[src/rtl/seg7_scan_driver.sv]
// Time-multiplexed 4-digit active-low 7-segment driver with a per-frame input snapshot,
// leading-zero blanking and per-digit decimal points.
module seg7_scan_driver #(
  parameter int REFRESH_DIV   = 100000,
  parameter int BLANK_LEADING = 1
) (
  input  logic        clk,
  input  logic        rst,
  input  logic [15:0] bcd_in,
  input  logic [3:0]  dp_in,
  output logic [3:0]  an,
  output logic [6:0]  seg,
  output logic        dp,
  output logic        frame_start
);

  localparam int TW = (REFRESH_DIV > 1) ? $clog2(REFRESH_DIV) : 1;
  localparam logic [TW-1:0] TICK_MAX = TW'(REFRESH_DIV - 1);

  logic [TW-1:0] tick_cnt;
  logic [1:0]    idx;
  logic [15:0]   shadow;
  logic [3:0]    dp_shadow;

  logic          load;
  logic [15:0]   eff_bcd;
  logic [3:0]    eff_dp;
  logic [3:0]    nib;
  logic [3:0]    blank;
  logic [6:0]    seg_dec;
  logic [3:0]    next_an;
  logic [6:0]    next_seg;
  logic          next_dp;

  // The snapshot is bypassed on the load cycle so the first digit of a frame already uses fresh data.
  always_comb begin
    load     = (tick_cnt == '0) && (idx == 2'd0);
    eff_bcd  = load ? bcd_in : shadow;
    eff_dp   = load ? dp_in  : dp_shadow;
    nib      = eff_bcd[{idx, 2'b00} +: 4];

    blank[3] = (BLANK_LEADING != 0) && (eff_bcd[15:12] == 4'd0) && !eff_dp[3];
    blank[2] = blank[3] && (eff_bcd[11:8] == 4'd0) && !eff_dp[2];
    blank[1] = blank[2] && (eff_bcd[7:4]  == 4'd0) && !eff_dp[1];
    blank[0] = 1'b0;

    case (nib)
      4'd0:    seg_dec = 7'b1000000;
      4'd1:    seg_dec = 7'b1111001;
      4'd2:    seg_dec = 7'b0100100;
      4'd3:    seg_dec = 7'b0110000;
      4'd4:    seg_dec = 7'b0011001;
      4'd5:    seg_dec = 7'b0010010;
      4'd6:    seg_dec = 7'b0000010;
      4'd7:    seg_dec = 7'b1111000;
      4'd8:    seg_dec = 7'b0000000;
      4'd9:    seg_dec = 7'b0010000;
      default: seg_dec = 7'b0111111;
    endcase

    next_an  = 4'b1111;
    next_seg = 7'b1111111;
    next_dp  = 1'b1;
    if (!blank[idx]) begin
      next_an  = ~(4'b0001 << idx);
      next_seg = seg_dec;
      next_dp  = ~eff_dp[idx];
    end
  end

  always_ff @(posedge clk or posedge rst) begin
    if (rst) begin
      tick_cnt    <= '0;
      idx         <= 2'd0;
      shadow      <= 16'h0000;
      dp_shadow   <= 4'b0000;
      an          <= 4'b1111;
      seg         <= 7'b1111111;
      dp          <= 1'b1;
      frame_start <= 1'b0;
    end else begin
      if (tick_cnt == TICK_MAX) begin
        tick_cnt <= '0;
        idx      <= idx + 2'd1;
      end else begin
        tick_cnt <= tick_cnt + 1'b1;
      end
      if (load) begin
        shadow    <= bcd_in;
        dp_shadow <= dp_in;
      end
      an          <= next_an;
      seg         <= next_seg;
      dp          <= next_dp;
      frame_start <= load;
    end
  end

endmodule

[config.mk]
export PLATFORM = sky130hd
export DESIGN_NAME = seg7_scan_driver
export DESIGN_NICKNAME = d
export VERILOG_FILES = /design/src/rtl/seg7_scan_driver.sv
export SDC_FILE = /design/constraint.sdc
export NUM_CORES = 1
export LEC_CHECK = 0
export ABC_AREA = 1
export CORE_ASPECT_RATIO = 0.5
export CORE_MARGIN = 5
export CORE_UTILIZATION = 40
export DETAILED_ROUTE_END_ITERATION = 7
export GPL_TIMING_DRIVEN = 1
export PLACE_DENSITY = 0.64
export SETUP_SLACK_MARGIN = 0.05
export SLEW_MARGIN = 20
export SYNTH_ARGS = -nofsm -noshare
export SYNTH_HDL_FRONTEND = slang
export SYNTH_SLANG_ARGS = --single-unit
[constraint.sdc]
create_clock -name clk -period 5.5 [get_ports clk]
set_clock_uncertainty 0.2 [all_clocks]
set_input_delay 1.1 -clock clk [delete_from_list [all_inputs] [get_ports clk]]
set_output_delay 1.1 -clock clk [all_outputs]
set_load 0.03 [all_outputs]
==> results.yml, run 1 <==
run_status:
  run_status: "finished, final reports clean"
sta:
  period_minus_slack_ps: 3350
  finalSetupViolCount: 0
  setup_ws_ps: 2150
  fin_setup_tns_ps: 0
  max_freq_ghz: 0.299
  tightestPinTransition_ps: 661
  slew_headroom: 0.556
  hold_viol: 0
  fin_crit_sh: 0.609
  final_max_slew_viol_count: 0
  rsz0062_at_grt: "false"
placed_design:
  port_buffers: 34
  pre_cts_slack_ps: 2130
  gp_congestion: 0.839
  hpwl_um: 4710
setup_path:
  crit-reg2reg-launch: "idx[1]"
  crit_fanout: 17
  cp-end-kind: "flop"
  startpoint_type: "flop"
  crit_arrival_ps: 3370
  crit_start: "idx[1]"
  crit_type: "flop to flop"
  required_ps: 5520
floorplanning:
  io-pin-count: 35
  die-area_mm2: 0.00932
  fp.coreArea_mm2: 0.00727
  start_util: 0.407
  fp-row-count: 22
  die_height_um: 70.8
  die_w_um: 132
finish:
  syn_to_final_growth_pct: 19.6
  drive_above_1_share: 0.121
  diodes: 0
  final_nets: 438
cts:
  cts_resized: 0
  clock_latency_ps: 300
  cts.clk_slew.worst_paths_ps: 70
  cts_hold_buf: 0
  cts_made_buffers: 5
  htree_levels: 2
  clockBufferDepth: 2
  cts_setup_buffers: 0
  cts.sinks: 52
  root_buffer: "clkbuf_16"
  cts_tree: "done"
power:
  power_leakage_nw: 1.83
  vdd_drop_max_uv: 112
  power_density_mw_per_mm2: 232
global_routing:
  grt_pass1_vias: 2259
  grt_use_total: 0.138
  grt_antenna_before_repair: 0
  grt_pass1_wl_um: 10500
  grt_max_degree: 53
  overflow: 0
yosys:
  ys_seq_elements: 52
  synth_nets: 401
  ys_async_sr_fraction: 1.00
  ys_types: 34
  ys_seq_area_frac: 0.445
  ys.flop_type: "dfrtp_1"
  syn_area_mm2: 0.00296
  ys_warn_count: 0
  synth_edf_count: 0
  synth.largest_area_cell: "dfrtp_1"
  synth_area_leaders: "dfrtp_1 (34%), dfstp_2 (11%), inv_1 (9.1%)"
  synth_common_cells: "inv_1 (72), nand2_1 (70), nand3_1 (45)"
  synth_top_area_share: 0.338
  synth_most_common_cell: "inv_1"
  avgSynthCellArea_um2: 8.04
  netlist_instances: 368
drt:
  drt_wl_total_um: 6230
  dr.first_iter.drc_count: 118
  routed_via_density: 4.76
  drtPass1Iterations: 6
  num_vias: 2389
  wire_per_inst_um: 12.4
  drc: 0
  antenna_left: 0
hold_path:
  hold_class: "flop to flop"
  min_from: "dp_shadow[0]"
run:
  cap_viol_max_count: 0
metal layers:
metal / track usage / part of all wire / vias to the layer above
met4: 0.0410 / 0.012 / 0
met3: 0.0376 / 0.039 / 8
li1: - / - / 1231
met1: 0.174 / 0.49 / 1109
met2: 0.234 / 0.46 / 41
met5: 0 / 0 / -
state kept, by name, summed over array words and instances, names as in the netlist:
signal	cells
shadow	16
an	4
seg	7
idx	2
tick_cnt	17
frame_start	1
dp	1
dp_shadow	4
cell families after synthesis:
| family | after synthesis | share of synthesized area |
|---|---|---|
| adders and majority gates | 11 | 0.0465 |
| buffers and inverters | 80 | 0.112 |
| DFF | 52 | 0.445 |
| AOI/OAI and AO/OA | 33 | 0.0736 |
| xor gates and xnor gates | 3 | 0.00888 |
| and+or+nand+nor | 189 | 0.314 |
cells in the final DEF (no fill, tap or decap):
cell type        instances
nand2_4                  1
nand3_1                 45
nor3_1                   4
o211ai_1                 2
o221ai_1                 1
dfstp_2                 12
o21ai_1                  2
dfrtp_1                 40
clkinv_2                 1
o22ai_1                  1
and2_1                   5
a31oi_1                  1
inv_4                    1
nor2_1                  31
nand2_1                 70
nand3b_1                10
xor2_1                   3
a21oi_2                  1
ha_1                    11
nand4_1                  5
nand2_2                  5
a21oi_4                  2
or2_0                    1
clkdlybuf4s50_1         34
nor2_2                   4
clkinv_1                 1
o21ai_0                  6
nand3_4                  1
inv_1                   71
a21oi_1                 13
clkbuf_16                6
o21ai_2                  4
inv_2                    3
nand3_2                  2
nand3b_2                 2
buf_4                    1
nor2_4                   3
worst paths after layout:
check                               end  cells past startpoint  slack [ps]
min reg2reg                dp_shadow[0]                      2         280
min                        dp_shadow[0]                      2         280
min in group asynchronous   frame_start                      3        1110
max                              seg[3]                     15        2150
max reg2reg                      seg[3]                     15        2150
max in group asynchronous  tick_cnt[15]                      3        3570
where the power goes:
part / internal (mW) / switching [mW]
logic: 0.0358 / 0.0442
registers: 0.398 / 0.00331
clock network: 0.196 / 0.144
total: 0.630 / 0.192
through the flow:
step	total power, mW	hold WS (ps)	cell area (µm²)	std cells	util
global route	0.858	299	3540	502	0.487
floorplan	0.455	244	2960	368	-
CTS	0.833	283	3540	502	0.487
global placement	0.489	268	3380	494	0.465
detailed placement	0.489	268	3380	494	0.465
finish	0.822	279	3540	502	0.487
critical path: stages (launching register included):
cell	delay [ps]
dfrtp_1	410
inv_1	400
ha_1	290
inv_1	50
nor2_1	110
nand3_2	100
nor2_4	340
nand3_1	180
nand3_1	120
nand2_1	70
a21oi_1	350
inv_1	130
ha_1	190
nand3b_1	170
nand3_1	90
nand3_1	60
layout make-up:
type / instances / area, µm²
clock inverter: 2 / 11.3
sequential: 52 / 1320
timing repair buffer: 35 / 348
fill: 715 / 3730
multi-input combinational: 236 / 1310
tap: 96 / 120
inverter: 75 / 282
clock buffer: 6 / 150
No activity file was read; power rests on OpenSTA's default activity.
==> inputs of run 2 (changes only) <==
==> constraint.sdc (replaced) <==
create_clock -name clk -period 3.35 [get_ports clk]
set_clock_uncertainty 0.2 [all_clocks]
set_input_delay 0.67 -clock clk [delete_from_list [all_inputs] [get_ports clk]]
set_output_delay 0.67 -clock clk [all_outputs]
set_load 0.03 [all_outputs]
==> results.yml, run 2 (synthesized netlist as in run 1, its figures left out) <==
setup_path:
  crit_type: "flop to flop"
  crit_fanout: 11
  path_common_cell: "nand2_1"
  path_cells: "clkinv_1 > ha_1 > inv_1 > nor2_1 > nand3_2 > nor2_4 > buf_4 > nand3b_1 > nand3_1 > nand2_1 > a21oi_2 > inv_1 > ha_1 > nand2_1 > nand2_1 > nand2_1 > nand3_1"
  crit_start: "idx[0]"
  startpoint_type: "flop"
  crit_slowest_cell: "dfrtp_1"
  required_ps: 3370
  crit_arrival_ps: 2990
  cp-end-kind: "flop"
  cp_top_family: "simple AND/OR/NAND/NOR gates"
  max_stage_delay_ps: 480
  crit-reg2reg-launch: "idx[0]"
  cp_num_buf_inv: 4
floorplanning:
  io-pin-count: 35
  die-area_mm2: 0.00932
  start_util: 0.407
  fp-row-count: 22
  fp.coreArea_mm2: 0.00727
  die_w_um: 132
  die_height_um: 70.8
cts:
  cts_tree: "done"
  clock_latency_ps: 300
  cts.sinks: 52
  htree_levels: 2
  cts_resized: 0
  cts_made_buffers: 5
  cts.clk_slew.worst_paths_ps: 70
  clockBufferDepth: 2
  root_buffer: "clkbuf_16"
power:
  vdd_drop_max_uv: 208
  power_leakage_nw: 1.85
  power_density_mw_per_mm2: 376
finish:
  layout_top_registers: "tick_cnt x17, shadow x16, seg x7"
  syn_to_final_growth_pct: 21.0
  fill_cells: 742
  final_common_cell: "inv_1"
  layout.cells.non_filler: 506
  diodes: 0
  layout_common_cells: "inv_1 (71), nand2_1 (70), nand3_1 (45)"
  largest_reg_flops: 17
  drive_above_1_share: 0.129
  top_register: "tick_cnt"
  final_nets: 442
placed_design:
  dp.cells: 496
  port_buffers: 34
  gp_congestion: 0.851
  hpwl_um: 4700
hold_path:
  min_from: "dp_shadow[0]"
  hold_class: "flop to flop"
drt:
  wire_per_inst_um: 12.2
  dr.first_iter.drc_count: 139
  drt_wl_total_um: 6200
  antenna_left: 0
  routed_via_density: 4.65
  drtPass1Iterations: 4
  drc: 0
  num_vias: 2353
sta:
  hold_viol: 0
  fin_setup_tns_ps: 0
  fin_crit_sh: 0.886
  finalSetupViolCount: 0
  final_max_slew_viol_count: 0
  rsz0062_at_grt: "false"
  slew_headroom: 0.593
  max_freq_ghz: 0.337
  period_minus_slack_ps: 2970
  tightestPinTransition_ps: 605
run_status:
  run_status: "finished, final reports clean"
global_routing:
  grt_pass1_wl_um: 10800
  overflow: 0
  grt_use_total: 0.144
  grt_max_degree: 32
  grt_antenna_before_repair: 0
  grt_pass1_vias: 2271
run:
  cap_viol_max_count: 0
run 2: changes by cell type in the layout (fill, tap and decap cells not counted), sizes merged:
cell  delta
buf      +4
run 2: timing repair:
item / CTS / global route
buffers inserted: 0 / 2
hold buffers: 0 / 0
endpoints found under the setup margin: 0 / 2
run 2: power breakdown:
part           internal, mW  switching, mW
combinational        0.0604         0.0726
sequential            0.653        0.00545
clock                 0.322          0.233
total                  1.04          0.311
run 2: tightest hold or removal path: cells and delay by family, from the launching register on:
family / cells / cell delay, ps
DFF: 1 / 320
and+or+nand+nor: 2 / 120
run 2: final cells by class:
type                            count  area, µm²  share of cell area
Sequential cell                    52       1320               0.368
Multi-Input combinational cell    236       1310               0.366
Timing Repair Buffer               39        390               0.109
Inverter                           75        282              0.0786
Clock buffer                        6        150              0.0419
Tap cell                           96        120              0.0335
Clock inverter                      2       11.3             0.00314
run 2: stage by stage:
stage	worst slack (ps)	total power [mW]	cell area [µm²]	util	hold slack, ps
2_1_floorplan	544	0.746	2960	-	244
3_3_place_gp	472	0.804	3400	0.468	261
3_5_place_dp	373	0.805	3400	0.468	266
4_1_cts	341	1.37	3570	0.491	281
5_1_grt	106	1.41	3580	0.493	317
6_report	383	1.35	3580	0.493	274
run 2: routing by layer:
layer / track usage / share of wire / routed length [µm]
met4: 0.0479 / 0.012 / 74
met1: 0.197 / 0.50 / 3090
met5: 0 / 0 / 0
met3: 0.0334 / 0.031 / 193
met2: 0.228 / 0.46 / 2840
run 2: path summary, 6_finish.rpt:
path	slack [ps]	cells after the start	end
min in group asynchronous	500	2	shadow[4]
worst max register to register	380	17	seg[5]
worst max-delay path	380	17	seg[5]
worst min register to register	270	2	dp_shadow[0]
max in group asynchronous	1910	3	tick_cnt[16]
worst min-delay path	270	2	dp_shadow[0]
==> inputs of run 3 (changes only) <==
==> constraint.sdc (replaced) <==
create_clock -name clk -period 2.8 [get_ports clk]
set_clock_uncertainty 0.2 [all_clocks]
set_input_delay 0.56 -clock clk [delete_from_list [all_inputs] [get_ports clk]]
set_output_delay 0.56 -clock clk [all_outputs]
set_load 0.03 [all_outputs]
==> results.yml, run 3 (synthesized netlist as in run 1, its figures left out) <==
sta:
  final_max_slew_viol_count: 0
  tightestPinTransition_ps: 540
  rsz0062_at_grt: "false"
  max_freq_ghz: 0.396
  period_minus_slack_ps: 2520
  fin_setup_tns_ps: 0
  fin_crit_sh: 0.901
  slew_headroom: 0.639
  hold_ws_ps: 283
  finalSetupViolCount: 0
  hold_viol: 0
finish:
  syn_to_final_growth_pct: 25.7
  final_common_cell: "inv_1"
  largest_reg_flops: 17
  layout.cells.non_filler: 517
  diodes: 0
  layout_common_cells: "inv_1 (71), nand2_1 (70), nand3_1 (45)"
  top_register: "tick_cnt"
  drive_above_1_share: 0.157
  final_nets: 453
  layout_top_registers: "tick_cnt x17, shadow x16, seg x7"
  fin_area_mm2: 0.00372
global_routing:
  grt_pass1_wl_um: 10600
  grt_max_degree: 29
  grt_pass1_vias: 2217
  grt_antenna_before_repair: 0
  grt_use_total: 0.139
  overflow: 0
run:
  cap_viol_max_count: 0
setup_path:
  required_ps: 2820
  crit_fanout: 13
  crit_type: "flop to flop"
  crit_arrival_ps: 2540
  cp-end-kind: "flop"
  startpoint_type: "flop"
floorplanning:
  start_util: 0.407
  fp-row-count: 22
  io-pin-count: 35
  die_height_um: 70.8
  die-area_mm2: 0.00932
  fp.coreArea_mm2: 0.00727
  die_w_um: 132
placed_design:
  dp.cells: 502
  place_area_mm2: 0.00345
  hpwl_um: 4810
  gp_congestion: 0.852
  port_buffers: 34
drt:
  antenna_left: 0
  num_vias: 2443
  drt_wl_total_um: 6390
  routed_via_density: 4.73
  drc: 0
  drtPass1Iterations: 4
  wire_per_inst_um: 12.4
  dr.first_iter.drc_count: 151
power:
  vdd_drop_max_uv: 248
  power_leakage_nw: 1.92
  totalPowerFinal_mw: 1.63
  power_density_mw_per_mm2: 437
run_status:
  run_status: "finished, final reports clean"
cts:
  cts.sinks: 52
  root_buffer: "clkbuf_16"
  cts_tree: "done"
  clockBufferDepth: 2
  cts_made_buffers: 5
  clock_latency_ps: 300
  htree_levels: 2
  cts.clk_slew.worst_paths_ps: 70
hold_path:
  hold_class: "flop to flop"
## run 3: cell count changes in the layout (fill, tap and decap cells not counted)
cell     before  now
a21oi_4       2    4
buf_12        1    3
o21ai_1       2    1
o21ai_2       4    5
nand2_4       1    0
buf_4         4   13
nand2_8       0    1
a21oi_1      13   12
a21oi_2       1    0
## run 3: cell type report
cell class | count | area (µm²)
fill | 709 | 3550
multi-input combinational | 236 | 1340
sequential | 52 | 1320
timing repair buffer | 50 | 498
inverter | 75 | 282
clock buffer | 6 | 150
tap | 96 | 120
clock inverter | 2 | 11.3
## run 3: critical path: stages, from the launching register on
cell      delay (ps)
dfrtp_1          380
inv_1             80
ha_1             160
inv_1             40
nor2_1           120
nand3_2          100
nor2_4           130
buf_12           150
nand3_1           90
nand3_1          100
nand2_1          100
a21oi_4          200
inv_1             80
ha_1             170
nand3b_1         160
nand3_1           90
nand3_1           70
## run 3: what timing repair did
| action | 4_1_cts | 5_1_grt |
|---|---|---|
| hold buffers | 0 | 0 |
| resized for setup | 0 | 4 |
| buffers inserted | 0 | 7 |
| endpoints found under the setup margin | 0 | 11 |
## run 3: through the flow
| stage | utilization | worst slack, ps |
|---|---|---|
| floorplan | - | 64.4 |
| global placement | 0.475 | 128 |
| detailed placement | 0.475 | 96.6 |
| CTS | 0.497 | 57.5 |
| global route | 0.512 | 42.1 |
| finish | 0.512 | 278 |
## run 3: worst paths after layout
check	startpoint	end	slack, ps	depth (start not counted)
max in group asynchronous	rst	tick_cnt[4]	1440	3
max	idx[1]	seg[0]	280	16
min reg2reg	dp_shadow[0]	dp_shadow[0]	280	2
max reg2reg	idx[1]	seg[0]	280	16
min	dp_shadow[0]	dp_shadow[0]	280	2
min in group asynchronous	rst	shadow[8]	420	2
## run 3: per-layer routing
metal | global-route usage | routed length [µm] | up-vias
met2 | 0.220 | 2880 | 29
li1 | - | - | 1260
met5 | 0 | 0 | -
met4 | 0.0445 | 93 | 0
met1 | 0.188 | 3130 | 1145
met3 | 0.0376 | 284 | 9
## run 3: power breakdown
part | internal [mW] | switching, mW | total (mW)
Clock | 0.385 | 0.290 | 0.675
Combinational | 0.0756 | 0.0889 | 0.164
Sequential | 0.781 | 0.00647 | 0.788
Total | 1.24 | 0.385 | 1.63
